`src/rtl/ifu_pkg.sv`:
```
// Shared widths, FSM state encoding and prefetch-entry payload for the instruction fetch unit.
package ifu_pkg;

    localparam int unsigned ADDR_W  = 32;
    localparam int unsigned INSTR_W = 32;

    localparam logic [ADDR_W-1:0] PC_INC        = ADDR_W'(4);
    localparam logic [ADDR_W-1:0] PC_ALIGN_MASK = ~ADDR_W'(3);

    typedef logic [1:0] ifu_state_t;

    localparam ifu_state_t ST_IDLE  = 2'd0;
    localparam ifu_state_t ST_FETCH = 2'd1;
    localparam ifu_state_t ST_FULL  = 2'd2;

    typedef struct packed {
        logic [ADDR_W-1:0]  pc;
        logic [INSTR_W-1:0] instr;
    } ifu_entry_t;

endpackage

```
`src/rtl/ifu_if.sv`:
```
// Fetch-unit bus: memory request channel, redirect input and processor-side instruction stream.
// Carries stall_cycles only when IFU_STALL_COUNT_EN is defined.
interface ifu_if;
    import ifu_pkg::*;

    logic               fetch_en;
    logic               imem_req;
    logic [ADDR_W-1:0]  imem_addr;
    logic               imem_ack;
    logic [INSTR_W-1:0] imem_rdata;
    logic               redirect_valid;
    logic [ADDR_W-1:0]  redirect_pc;
    logic [INSTR_W-1:0] instruction;
    logic [ADDR_W-1:0]  instr_pc;
    logic               instr_valid;
    logic               instr_ready;
`ifdef IFU_STALL_COUNT_EN
    logic [31:0]        stall_cycles;
`endif

    // Environment side: memory, branch unit and decode stage
    modport master (
`ifdef IFU_STALL_COUNT_EN
        input  stall_cycles,
`endif
        output fetch_en, imem_ack, imem_rdata, redirect_valid, redirect_pc, instr_ready,
        input  imem_req, imem_addr, instruction, instr_pc, instr_valid
    );

    modport slave (
`ifdef IFU_STALL_COUNT_EN
        output stall_cycles,
`endif
        input  fetch_en, imem_ack, imem_rdata, redirect_valid, redirect_pc, instr_ready,
        output imem_req, imem_addr, instruction, instr_pc, instr_valid
    );

endinterface

```
`src/rtl/ifu_fifo.sv`:
```
// Prefetch buffer of {pc, instruction} entries; power-of-two depth, flush clears all entries.
module ifu_fifo
    import ifu_pkg::*;
#(
    parameter  int unsigned DEPTH = 4,
    localparam int unsigned CNT_W = $clog2(DEPTH + 1)
) (
    input  logic             clk,
    input  logic             reset,
    input  logic             i_push,
    input  logic             i_pop,
    input  logic             i_flush,
    input  ifu_entry_t       i_wdata,
    output ifu_entry_t       o_rdata,
    output logic             o_full,
    output logic             o_empty,
    output logic [CNT_W-1:0] o_count
);

    localparam int unsigned PTR_W = $clog2(DEPTH);

    ifu_entry_t       r_mem [DEPTH];
    logic [PTR_W-1:0] r_wr_ptr;
    logic [PTR_W-1:0] r_rd_ptr;
    logic [CNT_W-1:0] r_count;
    logic             w_wr;
    logic             w_rd;

    assign o_full  = (r_count == CNT_W'(DEPTH));
    assign o_empty = (r_count == '0);
    assign o_count = r_count;
    assign o_rdata = r_mem[r_rd_ptr];

    assign w_wr = i_push && !o_full;
    assign w_rd = i_pop && !o_empty;

    // Storage is cleared on reset so the head reads as zero until the first push
    always_ff @(posedge clk or posedge reset) begin
        if (reset) begin
            r_wr_ptr <= '0;
            r_rd_ptr <= '0;
            r_count  <= '0;
            for (int unsigned i = 0; i < DEPTH; i++) r_mem[i] <= '0;
        end else if (i_flush) begin
            r_wr_ptr <= '0;
            r_rd_ptr <= '0;
            r_count  <= '0;
        end else begin
            if (w_wr) begin
                r_mem[r_wr_ptr] <= i_wdata;
                r_wr_ptr        <= PTR_W'(r_wr_ptr + 1'b1);
            end
            if (w_rd) r_rd_ptr <= PTR_W'(r_rd_ptr + 1'b1);
            if (w_wr && !w_rd)      r_count <= CNT_W'(r_count + 1'b1);
            else if (!w_wr && w_rd) r_count <= CNT_W'(r_count - 1'b1);
        end
    end

endmodule

```
`src/rtl/instr_fetch_unit.sv`:
```
// Instruction fetch unit: sequential PC fetch into a prefetch FIFO with redirect flush.
// Define IFU_STALL_COUNT_EN to add the saturating stall_cycles counter.
module instr_fetch_unit
    import ifu_pkg::*;
#(
    parameter logic [ADDR_W-1:0] RESET_PC   = 32'h0000_0000,
    parameter int unsigned       FIFO_DEPTH = 4
) (
    input  logic clk,
    input  logic reset,
    ifu_if.slave io_bus
);

    localparam int unsigned CNT_W = $clog2(FIFO_DEPTH + 1);

    ifu_state_t       r_state;
    ifu_state_t       w_state_nxt;
    logic [ADDR_W-1:0] r_pc;
    logic [ADDR_W-1:0] w_pc_nxt;
    logic             r_imem_req;
    logic             w_push;
    logic             w_pop;
    logic             w_fill;
    logic             w_full;
    logic             w_empty;
    logic [CNT_W-1:0] w_count;
    ifu_entry_t       w_head;
    ifu_entry_t       w_wdata;

    // Redirect kills both the same-cycle push and the pop from FIFO's point of view
    assign w_push  = r_imem_req && io_bus.imem_ack && !io_bus.redirect_valid;
    assign w_pop   = io_bus.instr_valid && io_bus.instr_ready && !io_bus.redirect_valid;
    assign w_fill  = w_push && !w_pop && (w_count == CNT_W'(FIFO_DEPTH - 1));
    assign w_wdata = '{pc: r_pc, instr: io_bus.imem_rdata};

    ifu_fifo #(.DEPTH(FIFO_DEPTH)) u_fifo (
        .clk     (clk),
        .reset   (reset),
        .i_push  (w_push),
        .i_pop   (w_pop),
        .i_flush (io_bus.redirect_valid),
        .i_wdata (w_wdata),
        .o_rdata (w_head),
        .o_full  (w_full),
        .o_empty (w_empty),
        .o_count (w_count)
    );

    // Next state and next PC
    always_comb begin
        w_state_nxt = r_state;
        w_pc_nxt    = r_pc;
        if (w_push) w_pc_nxt = ADDR_W'(r_pc + PC_INC);
        case (r_state)
            ST_IDLE:  if (io_bus.fetch_en) w_state_nxt = w_full ? ST_FULL : ST_FETCH;
            ST_FETCH: begin
                // An outstanding request is held until acked, even if fetch_en drops
                if (w_fill)                         w_state_nxt = ST_FULL;
                else if (w_push && !io_bus.fetch_en) w_state_nxt = ST_IDLE;
            end
            ST_FULL:  if (w_pop) w_state_nxt = io_bus.fetch_en ? ST_FETCH : ST_IDLE;
            default:  w_state_nxt = ST_IDLE;
        endcase
        if (io_bus.redirect_valid) begin
            w_pc_nxt    = io_bus.redirect_pc & PC_ALIGN_MASK;
            w_state_nxt = io_bus.fetch_en ? ST_FETCH : ST_IDLE;
        end
    end

    always_ff @(posedge clk or posedge reset) begin
        if (reset) begin
            r_state    <= ST_IDLE;
            r_pc       <= RESET_PC;
            r_imem_req <= 1'b0;
        end else begin
            r_state    <= w_state_nxt;
            r_pc       <= w_pc_nxt;
            r_imem_req <= (w_state_nxt == ST_FETCH);
        end
    end

    assign io_bus.imem_req    = r_imem_req;
    assign io_bus.imem_addr   = r_pc;
    assign io_bus.instruction = w_head.instr;
    assign io_bus.instr_pc    = w_head.pc;
    assign io_bus.instr_valid = !w_empty;

`ifdef IFU_STALL_COUNT_EN
    logic [31:0] r_stall_cycles;

    // Cycles spent waiting on memory; sticks at all-ones
    always_ff @(posedge clk or posedge reset) begin
        if (reset) begin
            r_stall_cycles <= '0;
        end else if (r_imem_req && !io_bus.imem_ack && (r_stall_cycles != '1)) begin
            r_stall_cycles <= r_stall_cycles + 32'd1;
        end
    end

    assign io_bus.stall_cycles = r_stall_cycles;
`endif

endmodule

```
`src/flat_wrapper.sv`:
```
// flat-port wrapper written by rule: the top's interface ports become plain ports
module instr_fetch_unit_flat import ifu_pkg::*;
#(
    parameter logic [ADDR_W-1:0] RESET_PC   = 32'h0000_0000,
    parameter int unsigned       FIFO_DEPTH = 4
)
  (clk, reset, io_bus_fetch_en, io_bus_imem_ack, io_bus_imem_rdata, io_bus_redirect_valid, io_bus_redirect_pc, io_bus_instr_ready, io_bus_imem_req, io_bus_imem_addr, io_bus_instruction, io_bus_instr_pc, io_bus_instr_valid);
  ifu_if io_bus_i ();
  input  logic clk;
  input  logic reset;
  input wire logic [$bits(io_bus_i.fetch_en)-1:0] io_bus_fetch_en;
  input wire logic [$bits(io_bus_i.imem_ack)-1:0] io_bus_imem_ack;
  input wire logic [$bits(io_bus_i.imem_rdata)-1:0] io_bus_imem_rdata;
  input wire logic [$bits(io_bus_i.redirect_valid)-1:0] io_bus_redirect_valid;
  input wire logic [$bits(io_bus_i.redirect_pc)-1:0] io_bus_redirect_pc;
  input wire logic [$bits(io_bus_i.instr_ready)-1:0] io_bus_instr_ready;
  output wire logic [$bits(io_bus_i.imem_req)-1:0] io_bus_imem_req;
  output wire logic [$bits(io_bus_i.imem_addr)-1:0] io_bus_imem_addr;
  output wire logic [$bits(io_bus_i.instruction)-1:0] io_bus_instruction;
  output wire logic [$bits(io_bus_i.instr_pc)-1:0] io_bus_instr_pc;
  output wire logic [$bits(io_bus_i.instr_valid)-1:0] io_bus_instr_valid;
  assign io_bus_i.fetch_en = io_bus_fetch_en;
  assign io_bus_i.imem_ack = io_bus_imem_ack;
  assign io_bus_i.imem_rdata = io_bus_imem_rdata;
  assign io_bus_i.redirect_valid = io_bus_redirect_valid;
  assign io_bus_i.redirect_pc = io_bus_redirect_pc;
  assign io_bus_i.instr_ready = io_bus_instr_ready;
  assign io_bus_imem_req = io_bus_i.imem_req;
  assign io_bus_imem_addr = io_bus_i.imem_addr;
  assign io_bus_instruction = io_bus_i.instruction;
  assign io_bus_instr_pc = io_bus_i.instr_pc;
  assign io_bus_instr_valid = io_bus_i.instr_valid;
  instr_fetch_unit #(.RESET_PC(RESET_PC), .FIFO_DEPTH(FIFO_DEPTH)) u_core (.clk(clk), .reset(reset), .io_bus(io_bus_i));
endmodule
```
`config.mk`:
```
export PLATFORM = sky130hd
export DESIGN_NAME = instr_fetch_unit_flat
export DESIGN_NICKNAME = d
export VERILOG_FILES = /design/src/rtl/ifu_pkg.sv /design/src/rtl/ifu_if.sv /design/src/rtl/ifu_fifo.sv /design/src/rtl/instr_fetch_unit.sv /design/src/flat_wrapper.sv
export SDC_FILE = /design/constraint.sdc
export NUM_CORES = 1
export LEC_CHECK = 0
export ABC_AREA = 1
export CELL_PAD_IN_SITES_DETAIL_PLACEMENT = 0
export CELL_PAD_IN_SITES_GLOBAL_PLACEMENT = 1
export CORE_MARGIN = 1.5
export CORE_UTILIZATION = 40
export DETAILED_ROUTE_END_ITERATION = 16
export PLACE_DENSITY = 0.75
export SKIP_LAST_GASP = 1
export SYNTH_ARGS = -nofsm -noshare
export SYNTH_HDL_FRONTEND = slang
export SYNTH_HIERARCHICAL = 1
export SYNTH_SLANG_ARGS = --single-unit
```
`constraint.sdc`:
```
create_clock -name clk -period 11.55 [get_ports clk]
set_clock_uncertainty 0.05 [all_clocks]
set_input_delay 1.155 -clock clk [delete_from_list [all_inputs] [get_ports clk]]
set_output_delay 1.155 -clock clk [all_outputs]
set_load 0.05 [all_outputs]
```
==> impl_metrics.yaml <==
detailed_routing:
  vias: 11854
  ant_nets: 0
  wire_per_inst_um: 16.59
  via_per_inst: 5.109
  first_pass_iters: 5
  drt-initial-drc-count: 854
  wirelength_mm: 38.48
  drc: 0
worst_setup_path:
  crit_chain: "inv_4 > buf_4 > o21ai_0 > o22ai_1 > clkdlybuf4s50_1"
  cp.arrival_ps: 3760
  critPathLaunchType: "flip-flop"
  r2r-start: "u_core/io_bus.imem_req"
  worst_path_max_delay_cell: "buf_4"
  critical_path_required_ps: 10350
  worstReg2RegEnd: "u_core/u_fifo/r_mem[57]"
  r2r_slack_ps: 7930
  critPathBufInv: 3
  critPathMaxFanout: 102
  cpPeakStageDelay_ps: 920
  end_kind: "output pin"
  path_class: "flip-flop to output pin"
  crit_family: "buffers and inverters"
  reg2regPathDepth: 10
cells_and_area:
  n_antenna_cell: 0
  syn_to_final_growth_pct: 17.74
  final_nets: 1902
  instances_no_fill: 2320
  final_util_pct: 47.66
  design_area_um2: 17410
  layout-drive-gt1-share_pct: 12.80
clock_tree:
  cts.clk_slew.worst_paths_ps: 60
  ctsHoldBuffers: 0
  cts_resized: 0
  postCtsSetupRepairBufs: 0
  cts_buffers: 36
  clockRootBuffer: "clkbuf_16"
  cts_htree_levels: 2
  cts_sinks: 296
  cts_tree: "yes"
  clk_latency_ps: 520
  clock_path_buffers: 3
place:
  place_inst: 2256
  hpwl_mm: 22.36
  gp_congestion: 0.8295
  portBuffers: 163
  place_area_um2: 16280
floorplanning:
  die_area_um2: 38120
  die_w_um: 195.2
  num_rows: 70
  core_um2: 36520
  die_y_um: 195.2
  io_pins: 168
  initial_utilization_pct: 40.48
min_path:
  holdPathEnd: "u_core/u_fifo/r_mem[88]"
  min_path_type: "flip-flop to flip-flop"
  whs_path_depth: 2
  hp-start: "u_core/u_fifo/r_mem[88]"
power_and_ir_drop:
  vdd_drop_max_mv: 0.09878
  p_leak_nw: 8.093
  powerDensity_nw_per_um2: 200.3
synth:
  synth_edf_count: 0
  synth-seq-area-share_pct: 50.11
  yosys_warnings: 6
  synth_area_leaders: "dfrtp_1, nand2_1, o21ai_2"
  yosysTopAreaCell: "dfrtp_1"
  yosysTopAreaCellShare_pct: 50.11
  ys_types: 35
  async_reset_ff_share_pct: 100.0
  netlist_top_cells_count: "nand2_1, dfrtp_1, nor2_1"
  synth_cells: 1722
  synth_area_um2: 14780
  synth_seq_cells: 296
  yosysMostFrequentCell: "nand2_1"
  synthFlopType: "dfrtp_1"
  avgSynthCellArea_um2: 8.585
sta:
  fmax_ghz: 0.2015
  rsz0062_at_grt: "no"
  min_period_ps: 4964
  tns_ps: 0
  finalSetupViolations: 0
  slew_headroom_pct: 25.32
  fin_crit_sh_pct: 42.97
  timing_hold_violations_final: 0
  finalMaxSlewViolations: 0
  max_slew.worst_pin.slew_ps: 1120
global_routing:
  grt_pass1_vias: 11556
  antenna_found_initial: 0
  grt_max_degree: 163
  track_usage_pct: 20.38
  overflow: 0
  grt_pass1_wl_mm: 62.58
run:
  max_cap_violations: 0
status:
  outcome: "finished, final reports clean"
through the flow:
step	worst slack (ps)	total power (W)	hold WS (ps)
detailed placement	6075	0.002423	412.0
global route	6355	0.003666	439.0
CTS	6477	0.003532	425.6
floorplan	3105	0.002059	399.6
finish	6586	0.003486	425.1
global placement	6094	0.002413	409.0
layout make-up:
type,instances,area [um2]
Clock buffer,58,1035
Fill cell,3610,19120
Multi-Input combinational cell,1187,6065
Inverter,133,509.2
Tap cell,468,585.6
Sequential cell,296,7412
Clock inverter,6,87.58
Timing Repair Buffer,172,1712
state kept, by name, indices dropped and copies added, names as in the netlist:
register / count
u_core/io_bus.imem_addr: 30
u_core/io_bus.imem_req: 1
u_core/r_state: 2
u_core/u_fifo/o_count: 3
u_core/u_fifo/r_mem: 256
u_core/u_fifo/r_rd_ptr: 2
u_core/u_fifo/r_wr_ptr: 2
where the power goes:
part	internal (W)	switching, W	total, W
Clock	0.000658	0.000431	0.00109
Combinational	0.000372	0.000751	0.00112
Sequential	0.00117	0.000102	0.00127
Total	0.00220	0.00128	0.00349
layout by cell type, fill, tap and decap left out, drive strengths merged, types with 5 or more instances in the layout:
master           n
nand2          449
o21ai          410
dfrtp          296
nor2           192
clkdlybuf4s50  163
inv            134
o22ai           65
clkbuf          58
nand3           25
buf              9
o211ai           6
a21oi            6
xor2             6
a22o             6
ha               5
worst max-delay path by stage:
stage                                         start  slack (ps)                        to  depth (start not counted)
final                     u_core/u_fifo/r_rd_ptr[0]        6590       io_bus_instr_pc[21]                          5
after global routing      u_core/u_fifo/r_rd_ptr[0]        6350       io_bus_instr_pc[17]                          5
after floorplan                               reset        3100  u_core/u_fifo/o_count[0]                          1
after detailed placement      io_bus_redirect_valid        6070   u_core/u_fifo/r_mem[57]                         11
after CTS                 u_core/u_fifo/r_rd_ptr[0]        6480       io_bus_instr_pc[21]                          5
after global placement        io_bus_redirect_valid        6090   u_core/u_fifo/r_mem[57]                         11
cell families after synthesis:
| logic type | synth area share [%] |
|---|---|
| AOI/OAI and AO/OA | 21.70 |
| xor gates and xnor gates | 0.4740 |
| adders and majority gates | 0.5586 |
| buffers and inverters | 9.124 |
| DFF | 50.11 |
| other | 0.02537 |
| and+or+nand+nor | 18.01 |
worst reg2reg max path, stage by stage, from the launching register on:
cell     delay [ps]
dfrtp_1         380
nand2_1         140
inv_1            70
nand2_1         290
inv_1           520
nand2_4         300
nor2_8           90
nand2_4         620
buf_4           790
nand2_1         190
o21ai_2          90
routing by layer:
metal / track usage [%] / vias to the layer above / wire length (um)
li1: - / 5861 / -
met1: 28.65 / 5677 / 18230
met2: 33.36 / 275 / 17780
met3: 3.316 / 41 / 1939
met4: 3.991 / 0 / 540
met5: 0 / - / 0
Note: power is estimated with default switching activity, not from simulation.
